--- config.mk ---
export PLATFORM = sky130hd
export DESIGN_NAME = time_surface_scanner
export DESIGN_NICKNAME = d
export VERILOG_FILES = /design/src/rtl/time_surface_scanner.sv
export SDC_FILE = /design/constraint.sdc
export NUM_CORES = 1
export LEC_CHECK = 0
export CAP_MARGIN = 5
export CORE_MARGIN = 2
export CORE_UTILIZATION = 50
export CTS_BUF_LIST = sky130_fd_sc_hd__clkbuf_8
export DETAILED_ROUTE_END_ITERATION = 8
export PLACE_DENSITY = 0.69
export SETUP_SLACK_MARGIN = 0.5
export SYNTH_ARGS = -nofsm -noshare
export SYNTH_HDL_FRONTEND = slang
export SYNTH_SLANG_ARGS = --single-unit
--- constraint.sdc ---
create_clock -name clk -period 6.9 [get_ports clk]
set_input_delay 0.69 -clock clk [delete_from_list [all_inputs] [get_ports clk]]
set_output_delay 0.69 -clock clk [all_outputs]
set_load 0.05 [all_outputs]
--- src/rtl/time_surface_scanner.sv ---
// Read-side sweep master for the time-surface encoder: issues credit-limited reads, realigns the
// 2-cycle return into a small FIFO and streams (addr, value) beats. Optional macro: TSS_THRESHOLD_EN.
module time_surface_scanner #(
    parameter int GRID_SIZE  = 16,
    parameter int ADDR_BITS  = 8,
    parameter int VALUE_BITS = 8,
    parameter int FIFO_DEPTH = 4,
    parameter int THRESH     = 16
) (
    input  logic                          clk,
    input  logic                          rst,
    input  logic                          start,
    output logic                          busy,
    output logic                          done,
    output logic                          read_enable,
    output logic [ADDR_BITS-1:0]          read_addr,
    input  logic [VALUE_BITS-1:0]         read_value,
    output logic                          feat_valid,
    input  logic                          feat_ready,
    output logic [ADDR_BITS-1:0]          feat_addr,
    output logic [VALUE_BITS-1:0]         feat_value,
    output logic                          feat_last,
    output logic [ADDR_BITS+VALUE_BITS-1:0] frame_sum,
    output logic [ADDR_BITS:0]            active_count
);
    localparam int NCELLS = GRID_SIZE * GRID_SIZE;
    localparam int PTR_W  = $clog2(FIFO_DEPTH);
    localparam int CNT_W  = $clog2(FIFO_DEPTH + 1);
    localparam int OCC_W  = CNT_W + 2;
    localparam int SUM_W  = ADDR_BITS + VALUE_BITS;
    localparam logic [ADDR_BITS-1:0] LAST_ADDR = ADDR_BITS'(NCELLS - 1);

    if (FIFO_DEPTH < 4 || (FIFO_DEPTH & (FIFO_DEPTH - 1)) != 0 ||
        THRESH < 0 || THRESH >= (1 << VALUE_BITS)) begin : g_bad_params
        $error("time_surface_scanner: illegal FIFO_DEPTH or THRESH");
    end

    typedef enum logic [1:0] {IDLE, SCAN, DRAIN, DONE} state_t;

    state_t                  state_q;
    logic                    busy_q, done_q, re_q;
    logic [ADDR_BITS-1:0]    addr_q;
    logic [SUM_W-1:0]        sum_q;
    logic [ADDR_BITS:0]      count_q;
    logic                    s1_vld_q, s2_vld_q;
    logic [ADDR_BITS-1:0]    s1_addr_q, s2_addr_q;
    logic [ADDR_BITS-1:0]    mem_addr_q [FIFO_DEPTH];
    logic [VALUE_BITS-1:0]   mem_val_q  [FIFO_DEPTH];
    logic [PTR_W-1:0]        wr_ptr_q, rd_ptr_q;
    logic [CNT_W-1:0]        fifo_cnt_q, fifo_cnt_d;
    logic                    push, pop, can_issue, drained, beat_active;
    logic [OCC_W-1:0]        occupancy;
    logic [VALUE_BITS-1:0]   push_val;

    assign push       = s2_vld_q;
    assign feat_valid = (fifo_cnt_q != '0);
    assign pop        = feat_valid & feat_ready;
    assign feat_addr  = mem_addr_q[rd_ptr_q];
    assign feat_value = mem_val_q[rd_ptr_q];
    assign feat_last  = feat_valid && (feat_addr == LAST_ADDR);

`ifdef TSS_THRESHOLD_EN
    assign push_val    = (read_value >= VALUE_BITS'(THRESH)) ? read_value : '0;
    assign beat_active = (feat_value >= VALUE_BITS'(THRESH));
`else
    assign push_val    = read_value;
    assign beat_active = (feat_value != '0);
`endif

    // Every read in the pipe already owns a FIFO slot; a pop this cycle frees one in time for the next issue.
    assign occupancy = OCC_W'(fifo_cnt_q) + OCC_W'(re_q) + OCC_W'(s1_vld_q) + OCC_W'(s2_vld_q)
                     - OCC_W'(pop);
    assign can_issue = (occupancy < OCC_W'(FIFO_DEPTH));
    assign drained   = (fifo_cnt_q == '0) && !re_q && !s1_vld_q && !s2_vld_q;

    always_comb begin
        fifo_cnt_d = fifo_cnt_q;
        if (push && !pop)
            fifo_cnt_d = fifo_cnt_q + CNT_W'(1);
        else if (!push && pop)
            fifo_cnt_d = fifo_cnt_q - CNT_W'(1);
    end

    always_ff @(posedge clk or posedge rst) begin
        if (rst) begin
            state_q <= IDLE;
            busy_q  <= 1'b0;
            done_q  <= 1'b0;
            re_q    <= 1'b0;
            addr_q  <= '0;
            sum_q   <= '0;
            count_q <= '0;
        end else begin
            done_q <= 1'b0;
            re_q   <= 1'b0;
            if (pop)
                sum_q <= sum_q + SUM_W'(feat_value);
            if (pop && beat_active)
                count_q <= count_q + {{ADDR_BITS{1'b0}}, 1'b1};
            case (state_q)
                IDLE: begin
                    if (start) begin
                        state_q <= SCAN;
                        busy_q  <= 1'b1;
                        re_q    <= 1'b1;
                        addr_q  <= '0;
                        sum_q   <= '0;
                        count_q <= '0;
                    end
                end
                SCAN: begin
                    if (addr_q == LAST_ADDR) begin
                        state_q <= DRAIN;
                    end else if (can_issue) begin
                        re_q   <= 1'b1;
                        addr_q <= addr_q + ADDR_BITS'(1);
                    end
                end
                DRAIN: begin
                    if (drained) begin
                        state_q <= DONE;
                        busy_q  <= 1'b0;
                        done_q  <= 1'b1;
                    end
                end
                default: state_q <= IDLE;
            endcase
        end
    end

    // Two-stage tag pipe lines the issued address up with the encoder's late read_value.
    always_ff @(posedge clk or posedge rst) begin
        if (rst) begin
            s1_vld_q   <= 1'b0;
            s2_vld_q   <= 1'b0;
            s1_addr_q  <= '0;
            s2_addr_q  <= '0;
            wr_ptr_q   <= '0;
            rd_ptr_q   <= '0;
            fifo_cnt_q <= '0;
            for (int i = 0; i < FIFO_DEPTH; i++) begin
                mem_addr_q[i] <= '0;
                mem_val_q[i]  <= '0;
            end
        end else begin
            s1_vld_q   <= re_q;
            s1_addr_q  <= addr_q;
            s2_vld_q   <= s1_vld_q;
            s2_addr_q  <= s1_addr_q;
            fifo_cnt_q <= fifo_cnt_d;
            if (push) begin
                mem_addr_q[wr_ptr_q] <= s2_addr_q;
                mem_val_q[wr_ptr_q]  <= push_val;
                wr_ptr_q             <= wr_ptr_q + PTR_W'(1);
            end
            if (pop)
                rd_ptr_q <= rd_ptr_q + PTR_W'(1);
        end
    end

    assign busy         = busy_q;
    assign done         = done_q;
    assign read_enable  = re_q;
    assign read_addr    = addr_q;
    assign frame_sum    = sum_q;
    assign active_count = count_q;

endmodule
==> run metrics <==
Num CTS Buffers 17; min cycle time layout 4.12 ns; number of flops mapped to enable cells by yosys 0; RSZ-0062 raised after global routing no; FFs w/ async S/R, synth 100%; final global-route overflow total 0; Synth Register Bits 127; Syn Area/Cell 12.8 µm²; clk buf depth 2; min-delay worst type reg -> reg; total of max-cap violations 0; Layout area overhead 20.0%; antenna cells 0; post-synth top area share 52.1%; Post-DP Area 0.00688 mm²; Final Wtd Congestion 0.817; # hold bufs at CTS 0; die height 114 µm; Core Region 0.0120 mm²; number of detailed-route iterations in the first pass 4; WS Path Type reg -> reg; crit path buf inv count 1; Post-DRT Antenna Nets 0; f_max 243 MHz; Fin Hold WS 0.350 ns; Clk Latency, worst-skew pair 0.44 ns; cell count after synthesis 475; Core Util, Final 61.2%; Synth Warn # 0; post-synthesis sequential area ratio 52.1%; Synth area leader dfrtp_1; clock-pin slew on the worst setup and hold paths 0.08 ns; CP Data Arrival Time 4.41 ns; Root Buffer clkbuf_8; Max Slew Vio Count 0; first-pass GRT wire length 20800 µm; CP max stage delay 0.92 ns; die area 0.0131 mm²; Clock Sinks 127; Top FF cell, synth dfrtp_1; post_cts resized 0; skew final 0.0107 ns; Final Cell Area 0.00732 mm²; DR WL/cell 17.5 µm; status finished, final reports clean; Netlist cell types 57; Nets 587; actual slew at the worst max-slew pin 1.06 ns; GR Util All Layers 20.7%; CP Max Fanout 10; H-tree levels 4; Pwr per Cell Area 507 mW/mm²; Crit path max-delay family compound AO/OA/AOI/OAI gates; Post-synth top cells 127 x dfrtp_1, 65 x mux2_2, 38 x nand2_1; WP data required 7.19 ns; Die X-Extent 114 µm; largest cells by area after synthesis dfrtp_1 52%, mux2_2 12%, mux4_2 5.9%; endpoint class of the critical path flip-flop; Initial Util 51.0%; period utilization 59.7%; vias per cell 5.53; Iter 0 DRT Violations 254; post-synth net total 515; initial antenna violation count 0; PortBufs 65; Cell Area, Synth 0.00610 mm²; Via Count 3907; Static Leak 3.27 nW; final WL 12400 µm; setup_tns 0 ns; Crit-path slowest cell a2111oi_0; I/O Pins 66; layout cells sized above 1 23.0%; Hold Vio Cnt, Final 0; Power, Total 3.71 mW; Residual DRC 0; Core Rows 40; Post-DP HPWL 8400 µm; largest net degree at the start of global routing 73; setup bufs post-CTS 0; most common cell in the synthesized netlist dfrtp_1; CP Cell Sequence buf_4 -> mux4_2 -> ha_1 -> fa_1 -> a21oi_1 -> o21ai_1 -> a2111oi_0 -> nor4_1 -> xnor2_1 -> nor2_1; Worst VDD drop 255 µV; Slew headroom 27.3%; final setup fails 0; CTS tree done; CP startpoint kind flip-flop; number of global-route vias before repair 4106
## routing by layer
metal	share of wire, %	track usage [%]	routed length (µm)
met5	0	0	0
met4	1.3	6.42	155
met3	2.9	5.24	364
met2	49	33.0	6120
met1	46	28.0	5760
## worst reg2reg max path, stage by stage, from the launching register on
cell and delay, ns:
dfrtp_1 0.66, buf_4 0.34, mux4_2 0.63, ha_1 0.27, fa_1 0.41, a21oi_1 0.20
o21ai_1 0.11, a2111oi_0 0.92, nor4_1 0.20, xnor2_1 0.19, nor2_1 0.05
## registers in the layout, summed over array words and instances (netlist names)
| signal | cells |
|---|---|
| active_count | 9 |
| busy | 1 |
| done | 1 |
| fifo_cnt_q | 3 |
| frame_sum | 16 |
| mem_addr_q | 32 |
| mem_val_q | 32 |
| push | 1 |
| rd_ptr_q | 2 |
| read_addr | 8 |
| read_enable | 1 |
| s1_addr_q | 8 |
| s1_vld_q | 1 |
| s2_addr_q | 8 |
| state_q | 2 |
| wr_ptr_q | 2 |
## metrics by stage
stage / setup slack [ns] / instances
2_1_floorplan: 2.83 / 475
3_3_place_gp: 2.42 / 675
3_5_place_dp: 2.33 / 675
4_1_cts: 2.76 / 707
5_1_grt: 2.41 / 707
6_report: 2.78 / 707
## power breakdown
group          leakage (nW)  internal, mW  switching, mW
clock network         0.199         0.401          0.301
registers              1.65         0.956          0.175
logic                  1.42         0.767           1.11
total                  3.27          2.12           1.58
## path summary, 6_finish.rpt
path	startpoint	to	slack (ns)	depth (start not counted)
max	rd_ptr_q[0]	frame_sum[14]	2.78	10
min	s1_addr_q[1]	s2_addr_q[1]	0.35	0
max reg2reg	rd_ptr_q[0]	frame_sum[14]	2.78	10
min reg2reg	s1_addr_q[1]	s2_addr_q[1]	0.35	0
max in group asynchronous	rst	mem_addr_q[21]	4.84	3
min in group asynchronous	rst	active_count[4]	0.71	2
## area by class of cell
class                   instances  area, µm²
fillers                       981       4640
flip-flops and latches        127       3180
multi-input cells             310       2760
repair buffers                 68        673
clock buffers                  18        248
clock inverters                14        191
well taps                     147        184
inverters                      23       88.8
## cells by family (layout without fill, tap and decap cells)
logic type | Yosys count | after routing | share of synthesized area (%)
buf+inv | 38 | 123 | 2.69
flops | 127 | 127 | 52.1
fa+ha+maj | 28 | 28 | 6.11
simple gates | 113 | 113 | 10.2
compound gates | 59 | 59 | 6.79
mux | 85 | 85 | 18.6
xor+xnor | 25 | 25 | 3.59
## placed cells by master, fill, tap and decap left out, types with 3 or more instances in the layout
master,count
and3_1,4
clkinvlp_4,7
ha_1,25
xor2_1,8
inv_1,21
and2_1,3
nor2_1,21
nand2b_1,4
mux2i_1,3
xnor2_1,17
nand3_1,11
o21ai_1,4
nor4_4,3
mux2_2,65
bufinv_16,4
a21oi_1,17
or3_1,3
nand4_1,8
nand2_1,38
dfrtp_1,127
clkbuf_8,18
mux4_2,16
o21ai_0,10
fa_1,3
o31ai_1,3
buf_4,3
nor3_1,4
clkdlybuf4s50_1,65
o211ai_1,5
(Power assumes the default switching activity.)
